==> config.mk <==
export PLATFORM = sky130hd
export DESIGN_NAME = bcd_down_timer
export DESIGN_NICKNAME = d
export VERILOG_FILES = /design/src/rtl/bcd_down_timer.sv
export SDC_FILE = /design/constraint.sdc
export NUM_CORES = 1
export LEC_CHECK = 0
export CAP_MARGIN = 20
export CORE_MARGIN = 8
export CORE_UTILIZATION = 40
export DETAILED_ROUTE_END_ITERATION = 8
export DONT_BUFFER_PORTS = 1
export GPL_TIMING_DRIVEN = 0
export MAX_ROUTING_LAYER = met4
export PLACE_DENSITY = 0.52
export SYNTH_ARGS = -nofsm -noshare
export SYNTH_HDL_FRONTEND = slang
export SYNTH_SLANG_ARGS = --single-unit
==> constraint.sdc <==
create_clock -name clk -period 2.75 [get_ports clk]
set_clock_uncertainty 0.05 [all_clocks]
set_input_delay 0.1375 -clock clk [delete_from_list [all_inputs] [get_ports clk]]
set_output_delay 0.1375 -clock clk [all_outputs]
set_load 0.03 [all_outputs]
==> src/rtl/bcd_down_timer.sv <==
// Multi-digit BCD countdown timer: loads a clamped BCD preset, counts down on tick, pulses done at zero.
// Optional feature macro: BCD_TIMER_AUTO_RELOAD_EN (terminal tick reloads preset_q and keeps running).
module bcd_down_timer #(
  parameter int DIGITS = 4
) (
  input  logic                  clk,
  input  logic                  rst,
  input  logic                  tick,
  input  logic                  load,
  input  logic [4*DIGITS-1:0]   preset,
  input  logic                  start,
  input  logic                  pause,
  output logic [4*DIGITS-1:0]   count,
  output logic                  running,
  output logic                  done,
  output logic                  invalid,
  output logic [1:0]            fsm_state
);

  localparam int W = 4 * DIGITS;
  localparam logic [W-1:0] ONE = {{(W-1){1'b0}}, 1'b1};

  // Control handshake: load/start/pause/tick are level-sampled on each rising
  // edge with priority load > pause > start > tick; there is no back-pressure.
  typedef enum logic [1:0] {IDLE = 2'd0, RUN = 2'd1, PAUSED = 2'd2, DONE = 2'd3} state_t;

  state_t        state;
  logic [W-1:0]  preset_q;
  logic [W-1:0]  clamped;
  logic          any_clamped;
  logic [W-1:0]  decremented;
  logic          borrow;

  always_comb begin
    clamped     = '0;
    any_clamped = 1'b0;
    for (int i = 0; i < DIGITS; i++) begin
      if (preset[4*i +: 4] > 4'd9) begin
        clamped[4*i +: 4] = 4'd9;
        any_clamped       = 1'b1;
      end else begin
        clamped[4*i +: 4] = preset[4*i +: 4];
      end
    end
  end

  // Ripple borrow: zero digits wrap to 9 until the first non-zero digit absorbs it.
  always_comb begin
    decremented = count;
    borrow      = 1'b1;
    for (int i = 0; i < DIGITS; i++) begin
      if (borrow) begin
        if (count[4*i +: 4] == 4'd0) begin
          decremented[4*i +: 4] = 4'd9;
        end else begin
          decremented[4*i +: 4] = count[4*i +: 4] - 4'd1;
          borrow                = 1'b0;
        end
      end
    end
  end

  always_ff @(posedge clk or posedge rst) begin
    if (rst) begin
      state    <= IDLE;
      count    <= '0;
      preset_q <= '0;
      running  <= 1'b0;
      done     <= 1'b0;
      invalid  <= 1'b0;
    end else begin
      done <= 1'b0;
      if (load) begin
        count    <= clamped;
        preset_q <= clamped;
        invalid  <= any_clamped;
        state    <= IDLE;
        running  <= 1'b0;
      end else begin
        case (state)
          IDLE: begin
            if (!pause && start && count != '0) begin
              state   <= RUN;
              running <= 1'b1;
            end
          end
          RUN: begin
            if (pause) begin
              state   <= PAUSED;
              running <= 1'b0;
            end else if (!start && tick) begin
              if (count == ONE) begin
`ifdef BCD_TIMER_AUTO_RELOAD_EN
                if (preset_q != '0) begin
                  // A reload while done is still high is held off so done never stretches.
                  if (!done) begin
                    count <= preset_q;
                    done  <= 1'b1;
                  end
                end else begin
                  count   <= '0;
                  done    <= 1'b1;
                  state   <= DONE;
                  running <= 1'b0;
                end
`else
                count   <= '0;
                done    <= 1'b1;
                state   <= DONE;
                running <= 1'b0;
`endif
              end else begin
                count <= decremented;
              end
            end
          end
          PAUSED: begin
            if (!pause && start) begin
              state   <= RUN;
              running <= 1'b1;
            end
          end
          DONE: begin
            if (!pause && start && preset_q != '0) begin
              count   <= preset_q;
              state   <= RUN;
              running <= 1'b1;
            end
          end
          default: state <= IDLE;
        endcase
      end
    end
  end

  assign fsm_state = state;

endmodule

# --- Yosys cells after proc, flatten, opt, wreduce, memory -nomap -nowiden ---
# Index checks and enable logic that the tools add are counted.
totals:
  in_bits: 22
  out_inout_bits: 21
  latch_bits: 0
  ramBits: 0
  mem_bits_ro: 0
  word_cells: 97
  n_memories: 0
  ff_bits: 37
classes:
  multipliers: 0
  n_reduce_logical: 19
  n_mux: 47
  n_shift: 0
  addsub: 4
  bitwise_logic: 0
  n_div: 0
  n_eq_ne: 14
  n_lt_le_gt_ge: 4
ops:
  columns: ["op", "count"]
  rows:
  - ["$mux W16", 5]
  - ["$mux W4", 11]
  - ["$pmux W16 S2", 1]
  - ["$reduce_bool A16 Y1", 2]
  - ["$mux W1", 21]
  - ["$ne A4 B4 Y1 const B", 5]
  - ["$reduce_and A5 Y1", 4]
  - ["$eq A16 B1 Y1 const B", 1]
  - ["$gt A4 B4 Y1 const B", 4]
  - ["$logic_not A4 Y1", 4]
  - ["$sub A4 B1 Y4 const B", 4]
  - ["$ne A3 B3 Y1 const B", 5]
  - ["$mux W2", 7]
  - ["$pmux W2 S4", 1]
  - ["$eq A2 B2 Y1 const B", 2]
  - ["$logic_and A1 B1 Y1", 4]
  - ["$pmux W1 S4", 1]
  - ["$reduce_and A4 Y1", 1]
  - ["$reduce_bool A3 Y1", 1]
  - ["$eq A2 B1 Y1 const B", 1]
  - ["$logic_not A1 Y1", 2]
  - ["$logic_not A2 Y1", 1]

# --- Longest topological paths before layout ---
# Gate-level depths: netlist (run 1).
depth:
  ltp_word: 10
  depth_mapped: 7
  ltp_nobuf: 7

# --- Worst setup path after synthesis (run 1) ---
# No wires, ideal clock.
synth_path:
  path_type: "reg-to-reg"
  from: "register count[8]"
  to: "register count[12]"
  t_required_ps: 2575
  setup_ps: 125
  path_stages_with_launch: 8
  n_path_buf: 0
  slack_ps: 503
  synth_period_minus_slack_ps: 2247
  arrival_ps: 2072
  cell_sequence: "dfrtp_1 -> inv_1 -> ha_1 -> nor3b_4 -> nand4_4 -> and2_4 -> a221o_1 -> mux2_4"
synth_between:
  elab_chain_cells: 6
  word_cells_on_any_way: 11
  classes_between: "eq/ne: 2; mux: 7; reduce/logical: 2"
synth_rtl:
  columns: ["item", "line", "text"]
  rows:
  - ["start: declaration", "13", "output logic [4*DIGITS-1:0] count,"]
  - ["start signal: assignment", "74", "count <= clamped;"]
  - ["start signal: assignment", "113", "count <= decremented;"]
  - ["start signal: assignment", "125", "count <= preset_q;"]
  - ["$eq A16 B1 Y1", "92", "if (count == ONE) begin"]
  - ["$mux W16", "92", null]
  - ["$mux W16", "91", "end else if (!start && tick) begin"]
  - ["$mux W16", "88", "if (pause) begin"]
  - ["$pmux W16 S2", "80", "case (state)"]
  - ["$mux W16", "73", "if (load) begin"]
# Several ways; a longest one is shown, not always the timed one. The select of a mux whose other input is x is not followed.
# A chain may end at the register's enable or synchronous reset.

# --- Final worst setup path (run 1) ---
layout_path:
  from: "register count[8]"
  to: "register running"
layout_between:
  elab_chain_cells: 4
  word_cells_on_any_way: 6
  classes_between: "eq/ne: 3; reduce/logical: 3"
layout_rtl:
  columns: ["item", "line", "text"]
  rows:
  - ["$reduce_bool A16 Y1", "82", "if (!pause && start && count != '0) begin"]
  - ["$logic_and A1 B1 Y1", "82", null]
  - ["$ne A3 B3 Y1 (no source line)", null, null]
  - ["$reduce_and A5 Y1 (no source line) (*)", null, null]
  - ["end signal: assignment", "78", "running <= 1'b0;"]
  - ["end signal: assignment", "84", "running <= 1'b1;"]
  - ["end signal: assignment", "90", "running <= 1'b0;"]
  - ["end: declaration", "14", "output logic running,"]
# Mark *: on every way between the ends. The rest lies on a longest branch, timed or not.

==> flow_metrics.py, run 1 <==
metrics = {
    "run_status": {
        "status": "completed",
    },
    "pwr": {
        "cellPowerDensity_nw_per_um2": 749,
        "p_comb_share_pct": 28.4,
        "intPower_mw": 1.13,
        "pwr-share-seq_pct": 50.9,
        "switching_power_mw": 0.799,
        "ir_drop_mv": 0.305,
        "switching_share_pct": 41.5,
        "leakagePower_nw": 1.09,
        "power_frac_clock_pct": 20.7,
    },
    "layout": {
        "ff_latch_area_sq_um": 926,
        "antenna_cells": 0,
        "post-route-util_pct": 46.9,
        "n_fill_cell": 553,
        "syn_to_final_growth_pct": 14.1,
        "multiInputGateArea_sq_um": 1210,
        "layout_common_cells": "dfrtp_1 (37), inv_1 (18), o21ai_0 (15), a21oi_1 (15), dlygate4sd3_1 (14)",
        "fin_nets": 275,
        "final_cell_area_sq_um": 2570,
        "fin_cells": 317,
        "drive_gt1_share_pct": 15.5,
        "final_common_cell": "dfrtp_1",
    },
    "cts": {
        "cts_inserted_buffers": 5,
        "cts_tree": "yes",
        "htreeDepth": 2,
        "ctsResizeCount": 0,
        "cts_sinks": 37,
        "clockBufferDepth": 2,
        "post_cts_buffers": 0,
        "cts.reportedPaths.clkPinSlew_ps": 80,
        "ctsRootBufferMaster": "clkbuf_8",
        "clk_latency_ps": 290,
    },
    "detailed_routing": {
        "num_vias": 1905,
        "drt-pass1-iter-count": 4,
        "ant_nets": 0,
        "post-route-drc-count": 0,
        "drt-vias-per-instance": 6.01,
        "wl_per_cell_um": 20.7,
        "dr.first_iter.drc_count": 104,
        "wl_mm": 6.57,
    },
    "placed_design": {
        "port-buffer-count": 0,
        "dp_slack_ps": 194,
        "placed_cells": 296,
        "dp_hpwl_mm": 4.62,
        "finalWeightedCongestion": 0.838,
        "place_area_sq_um": 2340,
    },
    "logic_synthesis": {
        "ys_async_sr_fraction_pct": 100,
        "synth_ff_type": "dfrtp_1",
        "ys_warn_count": 0,
        "synth_seq_cells": 37,
        "synth_fa_ha_area_share_pct": 4.44,
        "synth_compound_area_share_pct": 25.7,
        "synthMuxAreaShare_pct": 6.56,
        "netlist_area_sq_um": 2250,
        "ys_seq_area_share_pct": 41.1,
        "synth_top_family_by_area": "compound AO/OA/AOI/OAI gates",
        "synth_cells": 224,
        "synth-edff-count": 0,
        "syn-num-nets": 254,
        "synth-xor-area-share_pct": 0,
        "synth_cell_types": 56,
        "synth_area_per_cell_sq_um": 10.1,
        "synth-simple-area-share_pct": 17.2,
    },
    "worst_setup_path": {
        "worst-endpoint-required_ps": 2870,
        "crit_slowest_cell": "dfrtp_1",
        "max_stage_delay_ps": 520,
        "crit_path_cell_trace": "inv_1 > ha_1 > nor3b_4 > nand4_1 > a311oi_2 > nor4_1 > a311o_1",
        "critPathLaunchType": "flop",
        "cp-end-kind": "flop",
        "worstPathMaxFanout": 6,
        "arrival_ps": 2710,
        "critical_path_class": "reg -> reg",
    },
    "global_route": {
        "busiest_layer": "met2",
        "grt_pass1_wl_mm": 10.6,
        "grt_use_met1_pct": 20.1,
        "grt_start_max_net_pins": 38,
        "antenna_found_initial": 0,
        "groute.usage.overall_pct": 16.3,
        "use_met2_pct": 25.8,
        "grt-ovfl-total": 0,
        "grtUsageMet3_pct": 4.61,
        "grt_pass1_vias": 1946,
    },
    "die": {
        "io_pins": 43,
        "die_h_um": 91.0,
        "coreArea_sq_um": 5470,
        "dieArea_sq_um": 8290,
        "row_count": 27,
        "initial_core_util_pct": 41.2,
        "dieWidth_um": 91.0,
    },
    "sta": {
        "clock.fmax_mhz": 387,
        "hold_violations": 0,
        "worst_slack_ps": 163,
        "setup_viol": 0,
        "tightest_slew_ps": 828,
        "finalSetupTns_ps": 0,
        "slew_violations": 0,
        "rsz0062_at_grt": "no",
        "min_period_ps": 2590,
        "period_share_pct": 94.1,
        "slew_headroom_pct": 44.7,
    },
    "job": {
        "max_cap_viol_count": 0,
    },
    "worst_hold_path": {
        "min_path_type": "in -> reg",
    },
}
==> cells by family (layout without fill, tap and decap cells) <==
group / count (synthesis) / in the layout
adder cells (fa/ha/maj): 8 / 8
multiplexers: 13 / 13
AO/OA/AOI/OAI: 77 / 77
AND/OR/NAND/NOR: 61 / 61
flip-flops: 37 / 37
buffers and inverters: 28 / 49
==> power groups by stage <==
stage          combinational, mW  clock (mW)  sequential (mW)
4_1_cts                    0.552       0.412            0.983
6_report                   0.546       0.399            0.979
2_1_floorplan              0.437           0            0.945
3_5_place_dp               0.531           0            0.995
3_3_place_gp               0.534           0            0.995
5_1_grt                    0.623       0.433             1.00
==> stage by stage <==
stage / power, mW / hold WS [ps]
4_1_cts: 1.95 / 1.49
3_5_place_dp: 1.53 / 170
5_1_grt: 2.06 / 30.3
2_1_floorplan: 1.38 / 160
6_report: 1.92 / 9.61
3_3_place_gp: 1.53 / 171
==> worst max-delay path: cells and delay by family (launching register included) <==
kind            cells  cell delay, ps
compound gates      2             740
buf+inv             1             190
flops               1             520
fa+ha+maj           1             210
simple gates        3             770
==> Yosys cell counts, drive strengths merged (5+ instances only) <==
library cell	instances	area share (%)
a21oi	15	3.3
nor4	6	1.7
o21ai	15	3.3
dfrtp	37	41
nor2	11	1.8
nand2	14	2.6
a31oi	5	1.4
inv	19	3.2
buf	7	1.5
ha	8	4.4
mux2	11	5.7
nor3b	5	2.9
o31ai	6	2.0
==> registers in the layout, summed over array words and instances (netlist names) <==
register and count:
preset_q 16, fsm_state 2, count 16, done 1
invalid 1, running 1
==> path summary, 6_finish.rpt <==
kind | from | end | slack, ps | cells after the start
max in group asynchronous | rst | preset_q[14]$_DFFE_PP0P_ | 1710 | 2
min reg2reg | preset_q[12]$_DFFE_PP0P_ | preset_q[12]$_DFFE_PP0P_ | 480 | 1
min | preset[11] | preset_q[10]$_DFFE_PP0P_ | 10 | 3
min in group asynchronous | rst | count[7]$_DFFE_PP0P_ | 420 | 2
max reg2reg | count[8]$_DFFE_PP0P_ | running$_DFFE_PP0P_ | 160 | 7
max | count[8]$_DFFE_PP0P_ | running$_DFFE_PP0P_ | 160 | 7
==> final cells by class <==
type,instances,share of cell area [%]
sequential,37,36.0
clock buffer,7,3.36
inverter,20,2.92
buffer,8,1.46
tap,72,3.51
timing repair buffer,14,5.46
multi-input combinational,159,47.2
==> metal layers <==
layer,up-vias,wire length [um]
met3,2,347
met1,963,3040
met5,-,0
met2,49,3160
met4,0,19
li1,891,-
==> what timing repair did <==
action | in CTS | in global routing
hold buffers | 14 | 0
endpoints found under the setup margin | 0 | 0
hold endpoints to repair | 52 | 0
Power figures use the tool's default switching activity.
==> run 2: changes to the inputs <==
--- a/config.mk
+++ b/config.mk
@@ -12,7 +12,6 @@
 export DONT_BUFFER_PORTS = 1
 export GPL_TIMING_DRIVEN = 0
 export MAX_ROUTING_LAYER = met4
-export PLACE_DENSITY = 0.52
 export SYNTH_ARGS = -nofsm -noshare
 export SYNTH_HDL_FRONTEND = slang
 export SYNTH_SLANG_ARGS = --single-unit
==> flow_metrics.py, run 2 (synthesis results as in run 1) <==
metrics = {
    "layout": {
        "fin_cells": 318,
        "fin_nets": 276,
        "antenna_cells": 0,
        "drive_gt1_share_pct": 15.4,
        "syn_to_final_growth_pct": 14.5,
        "final_common_cell": "dfrtp_1",
        "layout_common_cells": "dfrtp_1 (37), inv_1 (18), o21ai_0 (15), a21oi_1 (15), dlygate4sd3_1 (15)",
    },
    "global_route": {
        "grt_pass1_vias": 1959,
        "antenna_found_initial": 0,
        "grt_pass1_wl_mm": 10.4,
        "grt_start_max_net_pins": 38,
        "groute.usage.overall_pct": 15.9,
        "grt-ovfl-total": 0,
    },
    "worst_setup_path": {
        "critPathLaunchType": "flop",
        "arrival_ps": 2680,
        "worstPathMaxFanout": 8,
        "worst-endpoint-required_ps": 2880,
        "cp-end-kind": "flop",
        "critical_path_class": "reg -> reg",
    },
    "cts": {
        "cts.reportedPaths.clkPinSlew_ps": 70,
        "ctsRootBufferMaster": "clkbuf_8",
        "clk_latency_ps": 290,
        "cts_tree": "yes",
        "htreeDepth": 2,
        "cts_inserted_buffers": 5,
        "cts_sinks": 37,
        "ctsResizeCount": 0,
        "clockBufferDepth": 2,
    },
    "placed_design": {
        "finalWeightedCongestion": 0.847,
        "dp_hpwl_mm": 4.58,
        "dp_slack_ps": 215,
        "placed_cells": 296,
        "port-buffer-count": 0,
    },
    "detailed_routing": {
        "num_vias": 1932,
        "wl_per_cell_um": 19.8,
        "drt-vias-per-instance": 6.08,
        "ant_nets": 0,
        "dr.first_iter.drc_count": 137,
        "wl_mm": 6.31,
        "post-route-drc-count": 0,
        "drt-pass1-iter-count": 4,
    },
    "sta": {
        "hold_violations": 0,
        "worst_slack_ps": 196,
        "min_period_ps": 2550,
        "tightest_slew_ps": 795,
        "finalSetupTns_ps": 0,
        "slew_violations": 0,
        "rsz0062_at_grt": "no",
        "clock.fmax_mhz": 392,
        "holdWs_ps": 15.6,
        "period_share_pct": 92.9,
        "slew_headroom_pct": 46.9,
        "setup_viol": 0,
    },
    "pwr": {
        "power.total_mw": 1.92,
        "power_frac_clock_pct": 20.4,
        "pwr-share-seq_pct": 51.2,
        "cellPowerDensity_nw_per_um2": 743,
        "switching_share_pct": 41.3,
        "p_comb_share_pct": 28.4,
        "switching_power_mw": 0.791,
        "ir_drop_mv": 0.288,
        "intPower_mw": 1.13,
        "leakagePower_nw": 1.09,
    },
    "die": {
        "dieArea_sq_um": 8290,
        "coreArea_sq_um": 5470,
        "initial_core_util_pct": 41.2,
        "io_pins": 43,
        "dieWidth_um": 91.0,
        "row_count": 27,
        "die_h_um": 91.0,
    },
    "worst_hold_path": {
        "min_path_type": "in -> reg",
    },
    "run_status": {
        "status": "completed",
    },
    "job": {
        "max_cap_viol_count": 0,
    },
}
[run 2: cell type report]
class,instances,area (sq um)
sequential,37,926
inverter,20,75.1
fill,539,2890
tap,72,90.1
timing repair buffer,15,150
clock buffer,7,86.3
multi-input combinational,159,1210
buffer,8,37.5
[run 2: power groups by stage]
stage | Clock, mW | Sequential [mW] | Combinational [mW]
6_report | 0.390 | 0.982 | 0.545
5_1_grt | 0.423 | 1.01 | 0.614
4_1_cts | 0.399 | 0.985 | 0.551
3_5_place_dp | 0 | 0.995 | 0.529
3_3_place_gp | 0 | 0.994 | 0.526
2_1_floorplan | 0 | 0.945 | 0.437
[run 2: path summary, 6_finish.rpt]
| kind | slack (ps) | from | cells after the start | to |
|---|---|---|---|---|
| max reg2reg | 200 | count[8]$_DFFE_PP0P_ | 7 | count[12]$_DFFE_PP0P_ |
| min | 20 | preset[3] | 2 | preset_q[1]$_DFFE_PP0P_ |
| max in group asynchronous | 1730 | rst | 2 | invalid$_DFFE_PP0P_ |
| max | 200 | count[8]$_DFFE_PP0P_ | 7 | count[12]$_DFFE_PP0P_ |
| min reg2reg | 480 | preset_q[12]$_DFFE_PP0P_ | 1 | preset_q[12]$_DFFE_PP0P_ |
| min in group asynchronous | 410 | rst | 2 | count[7]$_DFFE_PP0P_ |
[run 2: routing by layer]
| layer | track usage, % | vias up | wire [um] |
|---|---|---|---|
| li1 | - | 897 | - |
| met1 | 20.3 | 967 | 2810 |
| met2 | 23.6 | 60 | 2940 |
| met3 | 3.95 | 8 | 452 |
| met4 | 6.14 | 0 | 106 |
| met5 | - | - | 0 |
[run 2: per-stage QoR]
| step | utilization (%) | cell area, sq um |
|---|---|---|
| 3_5_place_dp | 42.8 | 2340 |
| 3_3_place_gp | 42.8 | 2340 |
| 6_report | 47.1 | 2580 |
| 4_1_cts | 47.1 | 2580 |
| 2_1_floorplan | - | 2250 |
| 5_1_grt | 47.1 | 2580 |
[run 2: what timing repair did]
item                       CTS  global route
hold buffers                15             0
hold endpoints to repair    53             0
buffers inserted             0             0
setup endpoints to repair    0             0
[run 2: worst max-delay path, cell delays in order, from the launching register on]
cell	delay, ps
dfrtp_1	520
inv_1	190
ha_1	210
nor3b_4	420
nand4_4	250
and2_4	250
a221o_1	300
mux2_4	260
==> run 3: changes to the inputs <==
--- a/config.mk
+++ b/config.mk
@@ -11,6 +11,7 @@
 export DETAILED_ROUTE_END_ITERATION = 8
 export DONT_BUFFER_PORTS = 1
 export GPL_TIMING_DRIVEN = 0
+export HOLD_SLACK_MARGIN = 0.1
 export MAX_ROUTING_LAYER = met4
 export SYNTH_ARGS = -nofsm -noshare
 export SYNTH_HDL_FRONTEND = slang
==> flow_metrics.py, run 3 (synthesis results as in run 1) <==
metrics = {
    "sta": {
        "period_share_pct": 92.6,
        "tightest_slew_ps": 796,
        "min_period_ps": 2550,
        "slew_violations": 0,
        "finalSetupTns_ps": 0,
        "clock.fmax_mhz": 393,
        "setup_viol": 0,
        "hold_violations": 0,
        "slew_headroom_pct": 46.8,
        "worst_slack_ps": 204,
        "rsz0062_at_grt": "no",
    },
    "layout": {
        "antenna_cells": 0,
        "drive_gt1_share_pct": 15.3,
        "final_common_cell": "dfrtp_1",
        "fin_nets": 278,
        "n_fill_cell": 538,
        "ff_latch_area_sq_um": 926,
        "multiInputGateArea_sq_um": 1210,
        "layout_common_cells": "dfrtp_1 (37), inv_1 (18), dlygate4sd3_1 (17)",
        "syn_to_final_growth_pct": 15.4,
        "final_cell_area_sq_um": 2600,
    },
    "pwr": {
        "power_frac_clock_pct": 20.3,
        "ir_drop_mv": 0.287,
        "switching_power_mw": 0.790,
        "p_comb_share_pct": 28.7,
        "pwr-share-seq_pct": 51.1,
        "cellPowerDensity_nw_per_um2": 738,
        "intPower_mw": 1.13,
        "leakagePower_nw": 1.10,
        "switching_share_pct": 41.2,
    },
    "global_route": {
        "grt_pass1_wl_mm": 10.5,
        "groute.usage.overall_pct": 16.0,
        "antenna_found_initial": 0,
        "grt_start_max_net_pins": 38,
        "grt-ovfl-total": 0,
        "grt_pass1_vias": 1984,
    },
    "worst_setup_path": {
        "crit_slowest_cell": "dfrtp_1",
        "cp-end-kind": "flop",
        "worst-endpoint-required_ps": 2880,
        "max_stage_delay_ps": 510,
        "critical_path_class": "reg -> reg",
        "critPathLaunchType": "flop",
        "worstPathMaxFanout": 8,
        "arrival_ps": 2670,
        "crit_path_cell_trace": "inv_1 > ha_1 > nor3b_4 > nand4_4 > and2_4 > a221o_1 > mux2_4",
    },
    "cts": {
        "cts_inserted_buffers": 5,
        "ctsResizeCount": 0,
        "cts_sinks": 37,
        "ctsRootBufferMaster": "clkbuf_8",
        "htreeDepth": 2,
        "cts.reportedPaths.clkPinSlew_ps": 70,
        "clk_latency_ps": 290,
        "post_cts_buffers": 0,
        "clockBufferDepth": 2,
        "cts_tree": "yes",
    },
    "detailed_routing": {
        "dr.first_iter.drc_count": 108,
        "ant_nets": 0,
        "wl_per_cell_um": 19.9,
        "drt-pass1-iter-count": 4,
        "num_vias": 1925,
        "wl_mm": 6.37,
        "wl_met1_mm": 2.88,
        "met2_length_mm": 2.95,
        "wl_met3_um": 435,
        "post-route-drc-count": 0,
        "drt-vias-per-instance": 6.02,
        "dr.max_layer_used": "met4",
    },
    "die": {
        "dieArea_sq_um": 8290,
        "row_count": 27,
        "io_pins": 43,
        "coreArea_sq_um": 5470,
        "die_h_um": 91.0,
        "initial_core_util_pct": 41.2,
        "dieWidth_um": 91.0,
    },
    "placed_design": {
        "port-buffer-count": 0,
        "place_area_sq_um": 2340,
        "dp_slack_ps": 215,
        "dp_hpwl_mm": 4.58,
        "finalWeightedCongestion": 0.847,
    },
    "run_status": {
        "status": "completed",
    },
    "job": {
        "max_cap_viol_count": 0,
    },
    "worst_hold_path": {
        "min_path_type": "in -> reg",
    },
}
run 3: worst paths after layout:
kind                                               start  depth (start not counted)  slack, ps                       end
worst min-delay path                           preset[4]                          3        100   preset_q[4]$_DFFE_PP0P_
min in group asynchronous                            rst                          2        400      count[5]$_DFFE_PP0P_
max in group asynchronous                            rst                          2       1730     count[14]$_DFFE_PP0P_
worst max-delay path                count[8]$_DFFE_PP0P_                          7        200     count[12]$_DFFE_PP0P_
worst min register to register  preset_q[12]$_DFFE_PP0P_                          1        480  preset_q[12]$_DFFE_PP0P_
worst max register to register      count[8]$_DFFE_PP0P_                          7        200     count[12]$_DFFE_PP0P_
run 3: cell type report:
class | instances | share of cell area [%]
Multi-Input combinational cell | 159 | 46.7
Inverter | 20 | 2.89
Sequential cell | 37 | 35.6
Tap cell | 72 | 3.47
Timing Repair Buffer | 17 | 6.55
Buffer | 8 | 1.44
Clock buffer | 7 | 3.32
run 3: repair_timing:
action,CTS,global route
hold buffers,17,0
hold endpoints to repair,59,0
endpoints found under the setup margin,0,0
run 3: routing by layer:
metal	track usage [%]	vias up
met3	3.70	8
met4	6.14	0
met1	20.2	960
met5	-	-
li1	-	892
met2	24.1	65
run 3: power by group through the flow:
stage               clock, mW  sequential (mW)  combinational (mW)
CTS                     0.399            0.985               0.555
floorplan                   0            0.945               0.437
detailed placement          0            0.995               0.529
global placement            0            0.994               0.526
global route            0.423             1.01               0.619
finish                  0.389            0.980               0.550
run 3: critical path, delay by kind of cell, from the launching register on:
family | cells | cell delay (ps)
simple gates | 3 | 920
flops | 1 | 510
compound gates | 1 | 300
mux | 1 | 260
fa+ha+maj | 1 | 210
buf+inv | 1 | 180
run 3: metrics by stage:
step           std cells  hold WS [ps]  utilization (%)  total power, mW
3_5_place_dp         296           164             42.8             1.52
4_1_cts              320           101             47.5             1.94
3_3_place_gp         296           167             42.8             1.52
2_1_floorplan        224           160                -             1.38
5_1_grt              320           108             47.5             2.05
6_report             320          98.3             47.5             1.92
